[config.mk]
export PLATFORM = sky130hd
export DESIGN_NAME = datapath_ctrl_fsm
export DESIGN_NICKNAME = d
export VERILOG_FILES = /design/src/rtl/datapath_ctrl_fsm.sv
export SDC_FILE = /design/constraint.sdc
export NUM_CORES = 1
export LEC_CHECK = 0
export CAP_MARGIN = 0
export CORE_MARGIN = 5
export CORE_UTILIZATION = 42
export CTS_CLUSTER_DIAMETER = 50
export DETAILED_ROUTE_END_ITERATION = 8
export HOLD_SLACK_MARGIN = 0.15
export PLACE_DENSITY_LB_ADDON = 0.3
export SLEW_MARGIN = 40
export SYNTH_ARGS = -nofsm -noshare
export SYNTH_HDL_FRONTEND = slang
export SYNTH_SLANG_ARGS = --single-unit
[constraint.sdc]
create_clock -name clk -period 1.5 [get_ports clk]
set_clock_uncertainty 0.15 [all_clocks]
set_input_delay 0.225 -clock clk [delete_from_list [all_inputs] [get_ports clk]]
set_output_delay 0.225 -clock clk [all_outputs]
set_load 0.05 [all_outputs]
[src/rtl/datapath_ctrl_fsm.sv]
// Moore controller sequencing the RISC Machine datapath for MOV/ALU instructions.
// Handshakes with the CPU top through s (start) and w (idle/ready).
module datapath_ctrl_fsm #(
  parameter int unsigned ILLEGAL_TRAP = 0
) (
  input  logic       clk,
  input  logic       reset,
  input  logic       s,
  input  logic [2:0] opcode,
  input  logic [1:0] op,
  output logic       w,
  output logic [2:0] nsel,
  output logic [1:0] vsel,
  output logic       write,
  output logic       loada,
  output logic       loadb,
  output logic       asel,
  output logic       bsel,
  output logic       loadc,
  output logic       loads,
  output logic       illegal
);

  typedef enum logic [2:0] {
    StWait   = 3'b000,
    StDecode = 3'b001,
    StGetA   = 3'b010,
    StGetB   = 3'b011,
    StAlu    = 3'b100,
    StWrRd   = 3'b101,
    StWrIm   = 3'b110,
    StHalt   = 3'b111
  } state_e;

  localparam logic [4:0] InstrMovImm = 5'b110_10;
  localparam logic [4:0] InstrMovReg = 5'b110_00;
  localparam logic [4:0] InstrAdd    = 5'b101_00;
  localparam logic [4:0] InstrCmp    = 5'b101_01;
  localparam logic [4:0] InstrAnd    = 5'b101_10;
  localparam logic [4:0] InstrMvn    = 5'b101_11;

  localparam logic [2:0] NselNone = 3'b000;
  localparam logic [2:0] NselRn   = 3'b001;
  localparam logic [2:0] NselRd   = 3'b010;
  localparam logic [2:0] NselRm   = 3'b100;

  localparam logic [1:0] VselC     = 2'b00;
  localparam logic [1:0] VselImm8  = 2'b10;

  state_e     present_state;
  state_e     next_state;
  logic [4:0] instr_q;

  // Instruction class flags, all derived from the captured instruction only.
  logic is_legal;
  logic is_mov_imm;
  logic needs_a;
  logic zero_a;
  logic is_cmp;

  always_comb begin
    is_legal   = 1'b1;
    is_mov_imm = 1'b0;
    needs_a    = 1'b0;
    zero_a     = 1'b0;
    is_cmp     = 1'b0;
    case (instr_q)
      InstrMovImm: is_mov_imm = 1'b1;
      InstrMovReg: zero_a     = 1'b1;
      InstrAdd:    needs_a    = 1'b1;
      InstrCmp: begin
        needs_a = 1'b1;
        is_cmp  = 1'b1;
      end
      InstrAnd:    needs_a    = 1'b1;
      InstrMvn:    zero_a     = 1'b1;
      default:     is_legal   = 1'b0;
    endcase
  end

  always_ff @(posedge clk or negedge reset) begin
    if (!reset) begin
      present_state <= StWait;
      instr_q       <= 5'b0;
    end else begin
      present_state <= next_state;
      if (present_state == StWait && s) begin
        instr_q <= {opcode, op};
      end
    end
  end

  always_comb begin
    next_state = present_state;
    w          = 1'b0;
    nsel       = NselNone;
    vsel       = VselC;
    write      = 1'b0;
    loada      = 1'b0;
    loadb      = 1'b0;
    asel       = 1'b0;
    bsel       = 1'b0;
    loadc      = 1'b0;
    loads      = 1'b0;
    illegal    = 1'b0;

    unique case (present_state)
      StWait: begin
        w = 1'b1;
        if (s) begin
          next_state = StDecode;
        end
      end
      StDecode: begin
        if (!is_legal) begin
          illegal    = 1'b1;
          next_state = (ILLEGAL_TRAP != 0) ? StHalt : StWait;
        end else if (is_mov_imm) begin
          next_state = StWrIm;
        end else if (needs_a) begin
          next_state = StGetA;
        end else begin
          next_state = StGetB;
        end
      end
      StGetA: begin
        nsel       = NselRn;
        loada      = 1'b1;
        next_state = StGetB;
      end
      StGetB: begin
        nsel       = NselRm;
        loadb      = 1'b1;
        next_state = StAlu;
      end
      StAlu: begin
        loadc      = 1'b1;
        asel       = zero_a;
        loads      = is_cmp;
        // CMP only updates status; nothing to write back.
        next_state = is_cmp ? StWait : StWrRd;
      end
      StWrRd: begin
        nsel       = NselRd;
        vsel       = VselC;
        write      = 1'b1;
        next_state = StWait;
      end
      StWrIm: begin
        nsel       = NselRn;
        vsel       = VselImm8;
        write      = 1'b1;
        next_state = StWait;
      end
      StHalt: begin
        next_state = StHalt;
      end
    endcase
  end

endmodule
==> key figures, run 1 <==
CTS
  – Clk root buf: clkbuf_4
  – CTS Buf Count: 3
  – Clk buf depth: 2
  – Number of H-tree levels: 1
  – Clock Sinks: 8

Synth
  – Avg Inst Size Synth: 9.988 um^2
  – Largest area contributor in the netlist: dfrtp_1
  – Post-synthesis compound-gate area fraction: 0.1123
  – Seq/Total Area, Yosys: 0.3456
  – Adder-cell area share of the yosys netlist: 0
  – Synth Area in Simple Gates: 0.2721
  – Multiplexer share of the synthesized area: 0.1469
  – Post-synth top flop: dfrtp_1
  – Synth Instances: between 50 and 60
  – Asr flop ratio synth: 1.000
  – Top-count cell post-synth: dfrtp_1
  – Post-synth top cells: dfrtp_1, mux2_4
  – Synth top area share: 0.3456
  – Cell Area, Synth: 579.3 um^2
  – Synth warn: 0
  – Synth Register Bits: 8
  – Largest family of logic cells by synthesized area: simple AND/OR/NAND/NOR gates
  – Post-synth EDFFs: 0
  – Library cells used by synthesis: 32
  – Synth Area in XOR/XNOR: 0.01512
  – Top post-synthesis cells by area: dfrtp_1, mux2_4, and2_1

STA
  – Worst endpoint after global-route timing repair: illegal
  – Worst ep type: output port

Die
  – # IOs: 22
  – Initial Utilization: 0.4452
  – Std-Cell Rows: 13
  – Die height: approximately 47 um
  – Die X: between 40 and 50 um

Place
  – Input/output buffers: 19
  – DP Area: about 980 um^2
  – Placer's final routability congestion estimate: 0.8480
  – Hpwl dp: about 1100 um

GRT
  – Initial antenna violation count: 0
  – Largest net degree at the start of global routing: 9

Status
  – Status: did not finish
  – Halt Stage: global routing (5_1_grt)
  – Tool Error: [ERROR DPL-0033] detailed placement checks failed during check placement.
-- timing repair --
item                       4_1_cts
pin swaps                       10
hold buffers                     1
setup endpoints to repair       17
hold endpoints to repair         8
setup buffers                   11
resized for setup               26
-- cells by family after synthesis --
kind of cell / after synthesis
simple gates: 24
compound gates: 10
flops: 8
buf+inv: 8
mux: 6
xor+xnor: 1
other cells: 1
-- metrics by stage --
step                      hold WS [ps]  worst slack (ps)  instances
after floorplan                 -220.6            -343.5         59
after detailed placement         372.7            -30.18         95
after global placement           365.0            -18.92         95
after CTS                        436.1            -241.3        111
==> run 2, diff against run 1 <==
--- a/config.mk
+++ b/config.mk
@@ -6,12 +6,10 @@
 export NUM_CORES = 1
 export LEC_CHECK = 0
 export CAP_MARGIN = 0
-export CORE_MARGIN = 5
-export CORE_UTILIZATION = 42
-export CTS_CLUSTER_DIAMETER = 50
+export CORE_AREA = 5 5 66 68
 export DETAILED_ROUTE_END_ITERATION = 8
-export HOLD_SLACK_MARGIN = 0.15
-export PLACE_DENSITY_LB_ADDON = 0.3
+export DIE_AREA = 0 0 71 73
+export PLACE_DENSITY_LB_ADDON = 0.15
 export SLEW_MARGIN = 40
 export SYNTH_ARGS = -nofsm -noshare
 export SYNTH_HDL_FRONTEND = slang
==> run 2 against run 1 <==
Effect of this change:
- the flow now finishes, with violations (setup timing)
- area after synthesis stayed put
- synthesized cell count stayed put
==> key figures, run 2 <==
Synth
  – Synth Area in XOR/XNOR: 0.01512 (unchanged)
  – Largest area contributor in the netlist: dfrtp_1
  – Post-synth top cells: dfrtp_1, mux2_4
  – Post-synth top flop: dfrtp_1
  – Post-synth EDFFs: 0 (unchanged)
  – Top-count cell post-synth: dfrtp_1
  – Synth top area share: 0.3456 (unchanged)
  – Adder-cell area share of the yosys netlist: 0 (unchanged)
  – Multiplexer share of the synthesized area: 0.1469 (unchanged)
  – Asr flop ratio synth: 1.000 (unchanged)
  – Avg Inst Size Synth: 9.988 um^2 (unchanged)
  – Cell Area, Synth: 579.3 um^2 (unchanged)
  – Top post-synthesis cells by area: dfrtp_1, mux2_4, and2_1
  – Synth Instances: 58 (unchanged)
  – Seq/Total Area, Yosys: 0.3456 (unchanged)
  – Synth warn: 0 (unchanged)
  – Largest family of logic cells by synthesized area: simple AND/OR/NAND/NOR gates
  – Post-synthesis compound-gate area fraction: 0.1123 (unchanged)
  – Synth Area in Simple Gates: 0.2721 (unchanged)
  – Library cells used by synthesis: 32 (unchanged)
  – Synth Register Bits: 8 (unchanged)

STA
  – Worst hold slack: between 100 and 150 ps
  – Crit share post-route: 1.149
  – Final Hold Fails: 0
  – Min cycle time layout: 1723 ps
  – Setup TNS: -1962 ps
  – Max Clk Rate: approximately 580 MHz
  – Final WS setup: -223.3 ps
  – Final setup fails: 19
  – RSZ-0062 raised after global routing: yes
  – Final Slew Violations: 0

Pwr
  – PD cells: approximately 2400 nW/um^2
  – Pwr Total: between 3 and 4 mW
  – Clock power share: 0.089
  – Worst VDD drop: approximately 770 uV
  – Switching Share: 0.4118
  – Combinational share of power: 0.724
  – Leakage power: about 0.53 nW
  – Internal power: between 1.5 and 2 mW
  – Reg power frac: 0.186
  – Sw Pwr: 1.243 mW

Final layout
  – Max reg flops: 5
  – Final Core Density: 0.3284
  – Largest regs: instr_q: 5 flops, present_state: 3 flops
  – Final layout net count: approximately 110
  – Top reg by flops: instr_q
  – Ant diodes: 0
  – Layout cells sized above 1: 0.6837
  – Synthesis-to-layout area growth: 115.3%
  – Commonest non-fill, non-tap cell in the layout: buf_4
  – Commonest non-fill, non-tap cells in the layout: buf_4, buf_12, clkdlybuf4s50_1

Route
  – Avg WL per Cell: 10.66 um
  – Routed vias/inst: ~3.7
  – DR DRC count: 0
  – Detailed Routing Iterations Pass 1: 2
  – DR iter-0 viols: 4
  – Total wire length: about 1600 um
  – Total number of vias: approximately 550
  – ANT nets after route: 0

Die
  – Core box area: between 3000 and 4000 um^2
  – Die area: a little over 5000 um^2
  – Die height: 73 um (+55%)
  – Std-Cell Rows: 23 (+10)
  – Initial Utilization: 0.1525 (-0.2927)
  – # IOs: 22 (unchanged)
  – Die X: 71 um (+51%)

GRT
  – Largest net degree at the start of global routing: 9
  – Number of global-route vias before repair: 623
  – Initial antenna violation count: 0
  – Gr ovfl total: 0
  – GR Util All Layers: 0.07077
  – First-pass GRT wire length: slightly below 3000 um

Critical path
  – Critical Path RT: around 1100 ps
  – Worst r2r src: present_state[1]
  – Critical Path Start Type: register
  – Max Fanout on Critical Path: 5
  – Reg-to-reg slack, setup: -130 ps
  – Crit end category: output port
  – Worst setup path class: reg2out
  – Reg2reg path depth: 4
  – R2R Path End: instr_q[2]
  – Arrival @ worst endpoint: roughly 1400 ps

Place
  – Input/output buffers: 19 (unchanged)
  – Placer's final routability congestion estimate: 0.7826 (-7.7%)
  – Hpwl dp: 1241 um (+8.5%)

CTS
  – CTS Buf Count: 3 (unchanged)
  – Number of H-tree levels: 1 (unchanged)
  – Clk slew on worst S/H paths: approximately 40 ps
  – Clk_lat worst skew: around 230 ps
  – TritonCTS clock tree: done
  – Clk root buf: clkbuf_8
  – Clk buf depth: 2 (unchanged)
  – Clock Sinks: 8 (unchanged)

Status
  – Violated checks: setup timing
  – Status: complete, but fails checks

Job
  – Max-cap violations: 0

Worst hold path
  – Worst hold path class: in2async
-- run 2: power groups by stage --
stage               clock network [mW]  registers [mW]  logic, mW
floorplan                            0           0.455       1.11
global placement                     0           0.535       1.83
detailed placement                   0           0.529       1.83
CTS                              0.284           0.568       2.19
global route                     0.294           0.592       2.34
finish                           0.269           0.563       2.19
-- run 2: metrics by stage --
step           area [um^2]  std cells  worst slack [ps]
6_report              1247        148            -223.3
3_3_place_gp          1040        134            -84.17
4_1_cts               1240        147            -232.9
3_5_place_dp          1040        134            -50.69
5_1_grt               1247        148            -296.3
2_1_floorplan        634.4         59            -343.5
-- run 2: timing repair --
action                     CTS  global route
gates resized for setup     24             0
setup endpoints to repair   17            19
gates cloned                 0             0
hold buffers                 0             0
pin swaps                    4             1
buffers inserted             9             1
-- run 2: worst max path at each step --
stage	start	endpoint	slack (ps)	cells after the start
floorplan	present_state[0]	instr_q[0]	-340	4
global placement	present_state[1]	loads	-80	4
detailed placement	present_state[1]	loads	-50	4
CTS	instr_q[2]	asel	-230	3
global route	instr_q[0]	asel	-300	3
finish	instr_q[0]	asel	-220	3
-- run 2: cell families after synthesis --
| family | after synthesis |
|---|---|
| AOI/OAI and AO/OA | 10 |
| xor gates and xnor gates | 1 |
| buffers and inverters | 8 |
| DFF | 8 |
| muxes | 6 |
| other | 1 |
| and+or+nand+nor | 24 |
-- run 2: per-layer routing --
| layer | global-route usage | share of wire | vias to the layer above |
|---|---|---|---|
| met5 | 0 | 0 | - |
| li1 | - | - | 281 |
| met1 | 0.08326 | 0.41 | 255 |
| met4 | 0.02505 | 0.0095 | 0 |
| met2 | 0.1184 | 0.51 | 16 |
| met3 | 0.02617 | 0.064 | 2 |
-- run 2: area by class of cell --
| type | instances | area [um^2] |
|---|---|---|
| clock buffer | 4 | 45.04 |
| multi-input combinational | 43 | 420.4 |
| sequential | 8 | 206.4 |
| timing repair buffer | 41 | 503.0 |
| tap | 50 | 62.56 |
| fill | 410 | 2551 |
| inverter | 2 | 10.01 |
-- run 2: worst max-delay path: stages, from the launching register on --
cell and delay, ps:
dfrtp_2 440, nor4b_4 300, o2111a_2 250, buf_12 140
(Power assumes the default switching activity.)
